[config.mk]
export PLATFORM = sky130hd
export DESIGN_NAME = vme_regbank_xbar
export DESIGN_NICKNAME = d
export VERILOG_FILES = /design/src/rtl/vme_regbank_xbar_pkg.sv /design/src/rtl/vme_sub_txn.sv /design/src/rtl/vme_regbank_xbar.sv
export SDC_FILE = /design/constraint.sdc
export NUM_CORES = 1
export LEC_CHECK = 0
export ABC_AREA = 1
export BUFFER_PORTS_ARGS = -buffer_cell sky130_fd_sc_hd__clkbuf_2
export CAP_MARGIN = 20
export CORE_MARGIN = 1
export CORE_UTILIZATION = 52
export CTS_CLUSTER_DIAMETER = 120
export CTS_CLUSTER_SIZE = 10
export DETAILED_ROUTE_END_ITERATION = 7
export PLACE_DENSITY = 0.81
export SLEW_MARGIN = 20
export SYNTH_ARGS = -nofsm -noshare
export SYNTH_HDL_FRONTEND = slang
export SYNTH_HIERARCHICAL = 1
export SYNTH_SLANG_ARGS = --single-unit
[constraint.sdc]
create_clock -name Clk -period 8.18 [get_ports Clk]
set_input_delay 1.636 -clock Clk [delete_from_list [all_inputs] [get_ports Clk]]
set_output_delay 1.636 -clock Clk [all_outputs]
set_load 0.01 [all_outputs]
[src/rtl/vme_regbank_xbar_pkg.sv]
// vme_xbar_pkg: shared types, constants and address helpers for the VME register bank crossbar
package vme_xbar_pkg;
  typedef enum logic {ST_IDLE, ST_WAIT} sub_st_t;
  localparam logic [31:0] C_TMO_DATA = 32'hDEAD_BEEF;
  // Window index of word address w; negative or >= NSUB means "not a submap"
  function automatic int win_idx(input int w, input int aw);
    return (w >> aw) - 1;
  endfunction
endpackage

[src/rtl/vme_sub_txn.sv]
// vme_sub_txn: one-direction submap transaction tracker with Done mux and ack timeout
module vme_sub_txn
  import vme_xbar_pkg::*;
#(
  parameter int NSUB    = 2,
  parameter int IW      = 1,
  parameter int TIMEOUT = 15
) (
  input  logic            clk,
  input  logic            rst,
  input  logic            start,
  input  logic [IW-1:0]   idx,
  input  logic [NSUB-1:0] done_i,
  output logic            busy,
  output logic            ack,
  output logic            tmo,
  output logic [IW-1:0]   sel
);
  sub_st_t    st, st_nx;
  logic [7:0] cnt;
  logic       hit, expire;
  assign hit    = done_i[sel];
  assign expire = cnt == 8'(TIMEOUT);
  // State, latched target submap and wait counter (counts 1..TIMEOUT while waiting)
  always_ff @(posedge clk or posedge rst) begin
    if (rst) begin
      st  <= ST_IDLE;
      cnt <= '0;
      sel <= '0;
    end else begin
      st  <= st_nx;
      cnt <= st == ST_IDLE ? 8'd1 : cnt + 8'd1;
      sel <= st == ST_IDLE && start ? idx : sel;
    end
  end
  // Leave WAIT on the selected submap's Done or on expiry
  always_comb
    st_nx = st == ST_IDLE ? (start ? ST_WAIT : ST_IDLE) : (hit || expire ? ST_IDLE : ST_WAIT);
  // Ack on termination; a real Done in the expiry cycle wins over the timeout
  always_comb begin
    busy = st == ST_WAIT;
    ack  = busy && (hit || expire);
    tmo  = busy && expire && !hit;
  end
endmodule

[src/rtl/vme_regbank_xbar.sv]
// vme_regbank_xbar: VME slave decoder with a register bank and submap ports
module vme_regbank_xbar
  import vme_xbar_pkg::*;
#(
  parameter int          ADDR_W  = 8,
  parameter int          NREG    = 4,
  parameter int          NSUB    = 2,
  parameter int          SUB_AW  = 2,
  parameter int          TIMEOUT = 15,
  parameter logic [31:0] RST_VAL = 32'h0
) (
  input  logic                Clk,
  input  logic                Rst,
  input  logic [ADDR_W-1:2]   VMEAddr,
  output logic [31:0]         VMERdData,
  input  logic [31:0]         VMEWrData,
  input  logic                VMERdMem,
  input  logic                VMEWrMem,
  output logic                VMERdDone,
  output logic                VMEWrDone,
  output logic [NREG*32-1:0]  regs_o,
  output logic [SUB_AW-1:0]   sub_VMEAddr_o,
  output logic [31:0]         sub_VMEWrData_o,
  input  logic [NSUB*32-1:0]  sub_VMERdData_i,
  output logic [NSUB-1:0]     sub_VMERdMem_o,
  output logic [NSUB-1:0]     sub_VMEWrMem_o,
  input  logic [NSUB-1:0]     sub_VMERdDone_i,
  input  logic [NSUB-1:0]     sub_VMEWrDone_i,
  output logic                err_o,
  output logic [7:0]          tmo_cnt_o
);
  localparam int IW = NSUB > 1 ? $clog2(NSUB) : 1;
  localparam int RW = NREG > 1 ? $clog2(NREG) : 1;
  logic [ADDR_W-1:2] wr_addr;
  logic [31:0]       wr_data;
  logic              wr_v;
  logic [31:0]       regs_q [NREG];
  logic [31:0]       sub_rd [NSUB];
  int                rd_win, wr_win;
  logic              rd_reg, rd_sub, rd_bad, wr_reg, wr_sub, wr_bad;
  logic              rd_busy, rd_ack, rd_tmo, wr_busy, wr_ack, wr_tmo;
  logic [IW-1:0]     rd_idx, wr_idx, rd_sel, wr_sel;
  logic [8:0]        tmo_sum;
  for (genvar i = 0; i < NREG; i++) begin : g_reg
    assign regs_o[32*i +: 32] = regs_q[i];
  end
  for (genvar i = 0; i < NSUB; i++) begin : g_sub
    assign sub_rd[i] = sub_VMERdData_i[32*i +: 32];
  end
  assign sub_VMEWrData_o = wr_data;
  // Decode both paths; any request while its direction is waiting is dropped
  always_comb begin
    rd_win         = win_idx(int'(VMEAddr), SUB_AW);
    wr_win         = win_idx(int'(wr_addr), SUB_AW);
    rd_idx         = IW'(rd_win);
    wr_idx         = IW'(wr_win);
    rd_reg         = VMERdMem && !rd_busy && int'(VMEAddr) < NREG;
    rd_sub         = VMERdMem && !rd_busy && rd_win >= 0 && rd_win < NSUB;
    rd_bad         = VMERdMem && !rd_busy && !rd_reg && !rd_sub;
    wr_reg         = wr_v && !wr_busy && int'(wr_addr) < NREG;
    wr_sub         = wr_v && !wr_busy && wr_win >= 0 && wr_win < NSUB;
    wr_bad         = wr_v && !wr_busy && !wr_reg && !wr_sub;
    sub_VMERdMem_o = rd_sub ? NSUB'(1) << rd_idx : '0;
    sub_VMEWrMem_o = wr_sub ? NSUB'(1) << wr_idx : '0;
    sub_VMEAddr_o  = wr_sub ? wr_addr[SUB_AW+1:2] : VMEAddr[SUB_AW+1:2];
    tmo_sum        = {1'b0, tmo_cnt_o} + 9'(rd_tmo) + 9'(wr_tmo);
  end
  // Write input stage
  always_ff @(posedge Clk or posedge Rst) begin
    if (Rst) begin
      wr_v    <= 1'b0;
      wr_addr <= '0;
      wr_data <= '0;
    end else begin
      wr_v    <= VMEWrMem;
      wr_addr <= VMEAddr;
      wr_data <= VMEWrData;
    end
  end
  // Register bank, written from the write stage
  always_ff @(posedge Clk or posedge Rst) begin
    if (Rst) begin
      for (int r = 0; r < NREG; r++) regs_q[r] <= RST_VAL;
    end else if (wr_reg) begin
      regs_q[wr_addr[RW+1:2]] <= wr_data;
    end
  end
  // Read-out stage, acks, error pulse and saturating timeout count
  always_ff @(posedge Clk or posedge Rst) begin
    if (Rst) begin
      VMERdDone <= 1'b0;
      VMERdData <= '0;
      VMEWrDone <= 1'b0;
      err_o     <= 1'b0;
      tmo_cnt_o <= '0;
    end else begin
      VMERdDone <= rd_reg || rd_bad || rd_ack;
      VMERdData <= rd_reg ? regs_q[VMEAddr[RW+1:2]] : rd_tmo ? C_TMO_DATA : rd_ack ? sub_rd[rd_sel] : '0;
      VMEWrDone <= wr_reg || wr_bad || wr_ack;
      err_o     <= rd_bad || rd_tmo || wr_bad || wr_tmo;
      tmo_cnt_o <= tmo_sum[8] ? 8'hFF : tmo_sum[7:0];
    end
  end
  vme_sub_txn #(.NSUB(NSUB), .IW(IW), .TIMEOUT(TIMEOUT)) u_rd (
    .clk(Clk), .rst(Rst), .start(rd_sub), .idx(rd_idx), .done_i(sub_VMERdDone_i),
    .busy(rd_busy), .ack(rd_ack), .tmo(rd_tmo), .sel(rd_sel)
  );
  vme_sub_txn #(.NSUB(NSUB), .IW(IW), .TIMEOUT(TIMEOUT)) u_wr (
    .clk(Clk), .rst(Rst), .start(wr_sub), .idx(wr_idx), .done_i(sub_VMEWrDone_i),
    .busy(wr_busy), .ack(wr_ack), .tmo(wr_tmo), .sel(wr_sel)
  );
endmodule
# Word level (Yosys, flattened, before mapping)
# Cells that the tools add are included.
# word_totals
romBits	0
mem_count	0
register_bits	230
ramBits	0
latchBits	0
out_inout_bits	209
# op_classes
bitwise_logic	5
addsub	6
n_shift	2
magnitude_cmp	12
n_reduce_logical	38
eq_ne	2
mul	0
div	0
muxes	28
# op_table
cell	count
2-to-1 mux 32 bit	9
bitwise mux 128 bit	1
binary-select mux 32 bit (select 2 bit)	1
demux 32 bit (select 2 bit)	1
2-to-1 mux 8 bit	3
logical AND 1 bit	21
adder 8 x 1 -> 8 bit (second input constant)	2
== test 8 x 4 -> 1 bit (second input constant)	2
less-than comparator 6 x 3 -> 1 bit (second input constant)	2
greater-or-equal comparator 5 x 1 -> 1 bit (second input constant)	2
less-than comparator 5 x 3 -> 1 bit (second input constant)	2
2-to-1 mux 1 bit	10
subtractor 4 x 1 -> 5 bit (second input constant)	2
adder 8 x 1 -> 9 bit	1
adder 9 x 1 -> 9 bit	1
logical OR 1 bit	9
zero test 1 bit	8
greater-or-equal comparator 3 bit (second input constant)	2
2-to-1 mux 2 bit	3
NOT 2 -> 3 bit	2
less-than comparator 1 x 2 -> 1 bit (second input constant)	2
left shift 1 x 1 -> 2 bit (first input constant)	2
less-than comparator 3 x 1 -> 1 bit (second input constant)	1
greater-or-equal comparator 2 bit (second input constant)	1
other kinds (2)	3

# Logic depth before layout (Yosys ltp)
# Gate-level depths: netlist (run 1).
# depth
depth_word	9
mapped_depth	16
ltp_nobuf	15

# Modules after synthesis
# The synthesis (run 1) kept the hierarchy.
# by_module_without_submodules
module	area_per_inst_um2	cells_each	seq_area_each_um2	instances
vme_regbank_xbar	9331.4	1028	5255.0	1
vme_sub_txn	528.0	66	250.2	2

# Least setup slack after synthesis (run 1)
# No wires, ideal clock.
# synth_path
path_kind	in2out
from	input VMEAddr[4] in the netlist's numbering
to	output sub_VMERdMem_o[0]
t_arrival_ps	2388
path_slack_ps	4156
path_buffers	0
stages	7
cell_sequence	inv_1 -> ha_1 -> nand2_1 -> nand2_1 -> nor2_1 -> nand2_1 -> nor2_1
# synth_between
elab_chain_cells	5
# synth_rtl
item	line	text
start, declared	vme_regbank_xbar.sv:14	input logic [ADDR_W-1:2] VMEAddr,
subtractor 4 x 1 -> 5 bit *	vme_regbank_xbar_pkg.sv:7	return (w >> aw) - 1;
greater-or-equal comparator 5 x 1 -> 1 bit	vme_regbank_xbar.sv:58	rd_sub = VMERdMem && !rd_busy && rd_win >= 0 && rd_win < NSUB;
logical AND 1 bit (2 in a row)	vme_regbank_xbar.sv:58	
2-to-1 mux 2 bit *	vme_regbank_xbar.sv:63	sub_VMERdMem_o = rd_sub ? NSUB'(1) << rd_idx : '0;
end, declared	vme_regbank_xbar.sv:25	output logic [NSUB-1:0] sub_VMERdMem_o,
# Mark *: on every way between the ends. The rest lies on a longest branch, timed or not.

==> results of run 1 <==
==> through the flow <==
stage               utilization (%)  area, sq um  worst slack (ps)  hold WS, ps
floorplan                         -        10400               806          456
global placement               61.0        11900              3840          481
detailed placement             61.1        11900              3770          492
CTS                            64.6        12600              3760          505
global route                   64.8        12600              3600          518
finish                         64.8        12700              3740          508
==> metal layers <==
layer  vias to the layer above  part of all wire, %  track usage [%]
met5                         -                    0                0
met1                      4369                   42             38.1
met3                        66                  8.3             5.36
met4                         0                  3.3             9.57
li1                       4359                    -                -
met2                       433                   46             45.5
==> sequential cells by signal, indices dropped and copies added (netlist names), 6 cells and up <==
register         cells
wr_addr              6
sub_VMEWrData_o     32
VMERdData           32
u_wr/cnt             8
u_rd/cnt             8
regs_o             128
tmo_cnt_o            8
==> how the worst max path moves through the flow <==
stage,startpoint,to,slack [ps],depth (start not counted)
detailed placement,VMEAddr[4],sub_VMERdMem_o[0],3770,10
global placement,VMEAddr[4],sub_VMERdMem_o[0],3840,9
floorplan,Rst,VMERdData[0],810,1
finish,VMEAddr[4],sub_VMERdMem_o[0],3740,10
CTS,VMEAddr[4],sub_VMERdMem_o[0],3760,10
global route,VMEAddr[4],sub_VMERdMem_o[0],3600,10
==> where the power goes <==
group | switching [uW] | internal, uW
Clock | 421 | 573
Sequential | 97.3 | 1250
Combinational | 310 | 184
==> cell usage after synthesis <==
master	number	area (sq um)
buf_6	27	304
nand2_2	5	31.3
nand4_4	4	85.1
nand3_1	35	175
o211ai_1	1	7.51
a31oi_1	1	6.26
fa_1	1	20.0
o22ai_1	25	156
clkbuf_2	1	5.00
inv_1	85	319
nor3_1	1	5.00
o21ai_0	119	596
o21ai_2	59	517
nor2_1	134	503
buf_4	1	7.51
bufinv_8	1	17.5
buf_2	11	55.1
dfrtp_1	230	5760
nor2_2	1	6.26
o21ai_1	84	420
ha_1	5	62.6
or2_2	2	12.5
nor2_8	1	20.0
nand2_1	277	1040
inv_2	4	15.0
nor2_4	6	67.6
nand4_1	4	25.0
nand2_4	1	11.3
clkbuf_1	21	78.8
a21oi_1	11	55.1
clkinv_1	2	7.51
==> worst register-to-register path: cells and delay by family, from the launching register on <==
kind | cells | cell delay, ps
buf+inv | 4 | 920
simple gates | 6 | 800
fa+ha+maj | 2 | 720
flops | 1 | 670
compound gates | 1 | 130
==> placed cells by master, fill, tap and decap left out <==
cell,instances
nand2_4,1
inv_2,4
o21ai_0,119
nor2_4,6
nand3_1,35
inv_8,1
nand4_1,4
fa_1,1
dfrtp_1,230
nand2_1,277
ha_1,5
o22ai_1,25
bufinv_8,1
buf_4,4
clkinv_1,2
nand2_2,5
o21ai_1,83
buf_6,1
nor2_8,1
a31oi_1,1
a21oi_1,11
nor2_1,134
nor2_2,1
or2_2,2
o21ai_2,60
clkbuf_2,318
buf_12,3
clkbuf_16,27
o211ai_1,1
diode_2,1
nand4_4,4
nor3_1,1
inv_1,84
==> cell families (layout without fill, tap and decap cells) <==
group	after synthesis	count (layout)
and+or+nand+nor	471	471
AOI/OAI and AO/OA	300	300
DFF	230	230
buffers and inverters	153	445
adders and majority gates	6	6
other	0	1
==> final cells by class <==
cell class	count	area share, %
inverters	92	2.90
clock buffers	27	5.34
multi-input cells	777	30.2
repair buffers	326	13.4
well taps	265	2.62
diodes	1	0.0198
flip-flops and latches	230	45.5
==> results.yml, run 1 <==
clocking:
  clkSinkCount: 230
  clock_latency_ps: 520
  htree_levels: 1
  cts_setup_buffers: 0
  cts-buffers-inserted: 26
  holdBufCountCts: 0
  cts_tree: "built"
  cts_resized: 0
  cts_root_buffer: "clkbuf_16"
  clockBufferDepth: 3
  path_clk_slew_ps: 50
sta:
  drv_slew: 0
  maxSlewHeadroom_pct: 28.0
  finalSetupTns_ps: 0
  fin_skew_ps: 14.9
  rsz0062_at_grt: "no"
  layout_min_cycle_time_ps: 4440
  period_share_pct: 54.3
  tightest_slew_ps: 1080
  hold_viol_final: 0
  setup_viol: 0
  fmax_mhz: 225
global_route:
  grt_max_degree: 134
  grt.total_usage_pct: 28.1
  grt_overflow: 0
  antenna_found_initial: 1
  grt_pass1_wl_microns: 44100
  grt_pass1_vias: 8358
logic_synthesis:
  synth.avg_cell_area_sq_um: 8.95
  synth_seq_cells: 230
  synth_top_family_by_area: "simple AND/OR/NAND/NOR gates"
  synth_nets: 1276
  synth_area_sq_um: 10400
  yosysSeqAreaShare_pct: 55.4
  synth_cells: 1160
  synth-xor-area-share_pct: 0
  synth-compound-area-share_pct: 16.9
  synth_adder_area_share_pct: 0.795
  synth.lib_cells_used.distinct: 31
  synthSimpleGateAreaFrac_pct: 19.1
  yosys_warnings: 6
  synth.mux.area_fraction_pct: 0
cells_and_area:
  area_growth_pct: 21.8
  final_layout_size_suffix_gt1_share_pct: 30.2
  fin_nets: 1569
  fin_cells: 1718
  n_fill_cell: 1661
  seq_area_sq_um: 5760
  multi_input_area_sq_um: 3830
critical_path:
  arrival_ps: 2800
  critPathMaxFanout: 5
  cp_top_family: "simple AND/OR/NAND/NOR gates"
  crit_top_cell: "nand2_1"
  regToRegSetupSlack_ps: 4870
  cp.required_ps: 6540
  worstSetupPathType: "input pin to output pin"
  start_kind: "input pin"
  r2r_cells: 13
  cp_slowest_cell: "ha_1"
  path_cells: "clkbuf_2, inv_1, ha_1, inv_1, nand2_1, nand2_1, nor2_1, nand2_1, nor2_1, clkbuf_2"
  cp.buffers_inverters: 4
  crit_path_end_kind: "output pin"
  slowest_delay_ps: 200
  r2r-end: "tmo_cnt_o[5]"
  timing.rr.start: "u_rd/sel"
run:
  max_cap_violations: 0
floorplan:
  initial_utilization_pct: 53.2
  fp.coreArea_sq_um: 19500
  rows: 51
  die_area_sq_um: 20500
  dieWidth_microns: 143
  die_h_microns: 143
  io_pins: 319
outcome:
  status: "complete, no violations"
routing:
  dr.pass1.iters: 5
  wire_per_inst_microns: 17.2
  final_antenna_net_count: 0
  drt_iter0_markers: 604
  drcViolationCount: 0
  routed_via_density: 5.37
  num_vias: 9227
  drt-total-wl_microns: 29500
min_path:
  hold_depth: 2
  min_to: "regs_o[10]"
  hold_path_class: "flip-flop to flip-flop"
  hold_start: "regs_o[10]"
place:
  io_buffers: 318
  dp_hpwl_microns: 20200
  gp_congestion: 0.907
  placed_cells: 1688
power:
  ir_drop_mv: 0.184
  leakage_uw: 0.00670
  power_density_nw_per_um2: 224
  p_total_uw: 2840
(Power assumes the default switching activity.)
==> run 2, diff against run 1 <==
clock period = 4.1 ns   (was 8.18 ns; I/O delays follow)
==> run 2 against run 1 <==
Effect of this change: cell count grew 0.29%; die area is the same; clock power grew 97%; wire length grew 3.4%; clock skew shrank 7.6 ps; total power grew 99%; sequential share of layout area shrank 0.17 points; combinational power grew 100%; setup slack lost 2700 ps; global-route usage grew 1.2 points; non-clock buffer count grew 6; critical endpoint is now sub_VMEAddr_o[0]; highest routed layer unchanged.
==> results.yml, run 2 (synthesis results as in run 1) <==
sta:
  maxSlewHeadroom_pct: 29.7
  hold_viol_final: 0
  tightest_slew_ps: 1050
  layout_min_cycle_time_ps: 3040
  fmax_mhz: 329
  rsz0062_at_grt: "no"
  setup_viol: 0
  period_share_pct: 74.2
  fin_skew_ps: 7.33
  finalSetupTns_ps: 0
  drv_slew: 0
cells_and_area:
  n_fill_cell: 1629
  area_growth_pct: 22.2
  fin_nets: 1575
  post-route-util_pct: 65.0
  final_common_cell: "clkbuf_2"
  final_layout_size_suffix_gt1_share_pct: 30.5
  most-common-layout-cells: "318 x clkbuf_2, 277 x nand2_1, 230 x dfrtp_1"
  antenna_cells: 0
  largest_reg_flops: 128
  fin_cells: 1723
  final_area_sq_um: 12700
critical_path:
  critPathMaxFanout: 8
  slowest_delay_ps: 370
  timing.rr.start: "u_rd/sel"
  arrival_ps: 2220
  r2r_cells: 13
  worstSetupPathType: "flip-flop to output pin"
  regToRegSetupSlack_ps: 1250
  crit_path_end_kind: "output pin"
  crit_top_cell: "nand2_1"
  setup.worst_path.end: "sub_VMEAddr_o[0]"
  start_kind: "flip-flop"
  r2r-end: "tmo_cnt_o[7]"
  crit_start: "wr_addr[4]"
  path_cells: "inv_1, ha_1, inv_1, nand2_1, nand2_1, nor2_1, nand2_1, o21ai_0, clkbuf_2"
  cp_slowest_cell: "dfrtp_1"
  cp.required_ps: 3280
power:
  p_comb_share_pct: 17.7
  intPower_uw: 4010
  seq_power_share_pct: 47.7
  p_sw_uw: 1640
  power_density_nw_per_um2: 445
  ir_drop_mv: 0.328
  leakage_uw: 0.00672
  sw_frac_of_total_pct: 29.0
  p_total_uw: 5650
  pwr-share-clk_pct: 34.6
global_route:
  grt_max_degree: 95
  grt_overflow: 0
  grt_pass1_wl_microns: 45900
  grt_pass1_vias: 8552
  antenna_found_initial: 0
  grt.total_usage_pct: 29.3
routing:
  routed_via_density: 5.39
  drt-total-wl_microns: 30500
  dr.pass1.iters: 5
  wire_per_inst_microns: 17.7
  final_antenna_net_count: 0
  num_vias: 9291
  drcViolationCount: 0
  drt_iter0_markers: 580
floorplan:
  rows: 51
  initial_utilization_pct: 53.2
  die_area_sq_um: 20500
  die_h_microns: 143
  io_pins: 319
  dieWidth_microns: 143
  fp.coreArea_sq_um: 19500
clocking:
  cts_setup_buffers: 0
  clkSinkCount: 230
  clock_latency_ps: 520
  clockBufferDepth: 3
  holdBufCountCts: 0
  cts_root_buffer: "clkbuf_16"
  htree_levels: 1
  cts_tree: "built"
  cts-buffers-inserted: 26
  cts_resized: 0
  path_clk_slew_ps: 50
place:
  io_buffers: 318
  dp_hpwl_microns: 21400
  dpl-instance-area_sq_um: 12000
  placed_cells: 1695
  gp_congestion: 0.898
run:
  max_cap_violations: 0
outcome:
  status: "complete, no violations"
min_path:
  hold_path_class: "input pin to asynchronous set/reset pin"
==> run 2: changes by cell type in the layout (fill, tap and decap cells not counted), sizes merged <==
cell / before / now
clkinvlp: 0 / 1
buf: 8 / 14
diode: 1 / 0
inv: 89 / 88
==> run 2: layout make-up <==
cell class	count	area, sq um	area share (%)
Tap cell	265	332	2.61
Clock buffer	27	676	5.32
Inverter	92	363	2.86
Sequential cell	230	5760	45.3
Timing Repair Buffer	332	1750	13.8
Multi-Input combinational cell	777	3830	30.1
==> run 2: per-stage QoR <==
step                hold WS [ps]  setup WS (ps)
finish                       349           1060
global route                 364            867
CTS                          339           1040
detailed placement           489           1030
global placement             483           1160
floorplan                    456            552
==> run 2: routing by layer <==
metal / global-route usage (%) / wire (microns)
met2: 48.2 / 14300
met3: 5.53 / 2520
met1: 39.1 / 12700
met5: 0 / 0
met4: 10.1 / 982
==> run 2: how the worst min path moves through the flow <==
stage / end / slack (ps) / startpoint
after floorplan: u_wr/cnt[0] / 460 / u_wr/cnt[0]
after global placement: u_rd/cnt[0] / 480 / u_rd/cnt[0]
after detailed placement: regs_o[73] / 490 / regs_o[73]
after CTS: u_wr/cnt[6] / 340 / Rst
after global routing: u_wr/cnt[6] / 360 / Rst
final: u_wr/sel / 350 / Rst
==> run 2: power by group through the flow <==
stage | combinational, uW | sequential, uW | clock, uW
floorplan | 481 | 2770 | 0
global placement | 966 | 2720 | 0
detailed placement | 996 | 2730 | 0
CTS | 1000 | 2690 | 2000
global route | 1100 | 2720 | 2080
finish | 1000 | 2700 | 1960
==> run 2: worst max-delay path: cells and delay by family, from the launching register on <==
kind	cells	cell delay, ps
AO/OA/AOI/OAI	1	280
adder cells (fa/ha/maj)	1	250
buffers and inverters	3	400
flip-flops	1	370
AND/OR/NAND/NOR	4	410
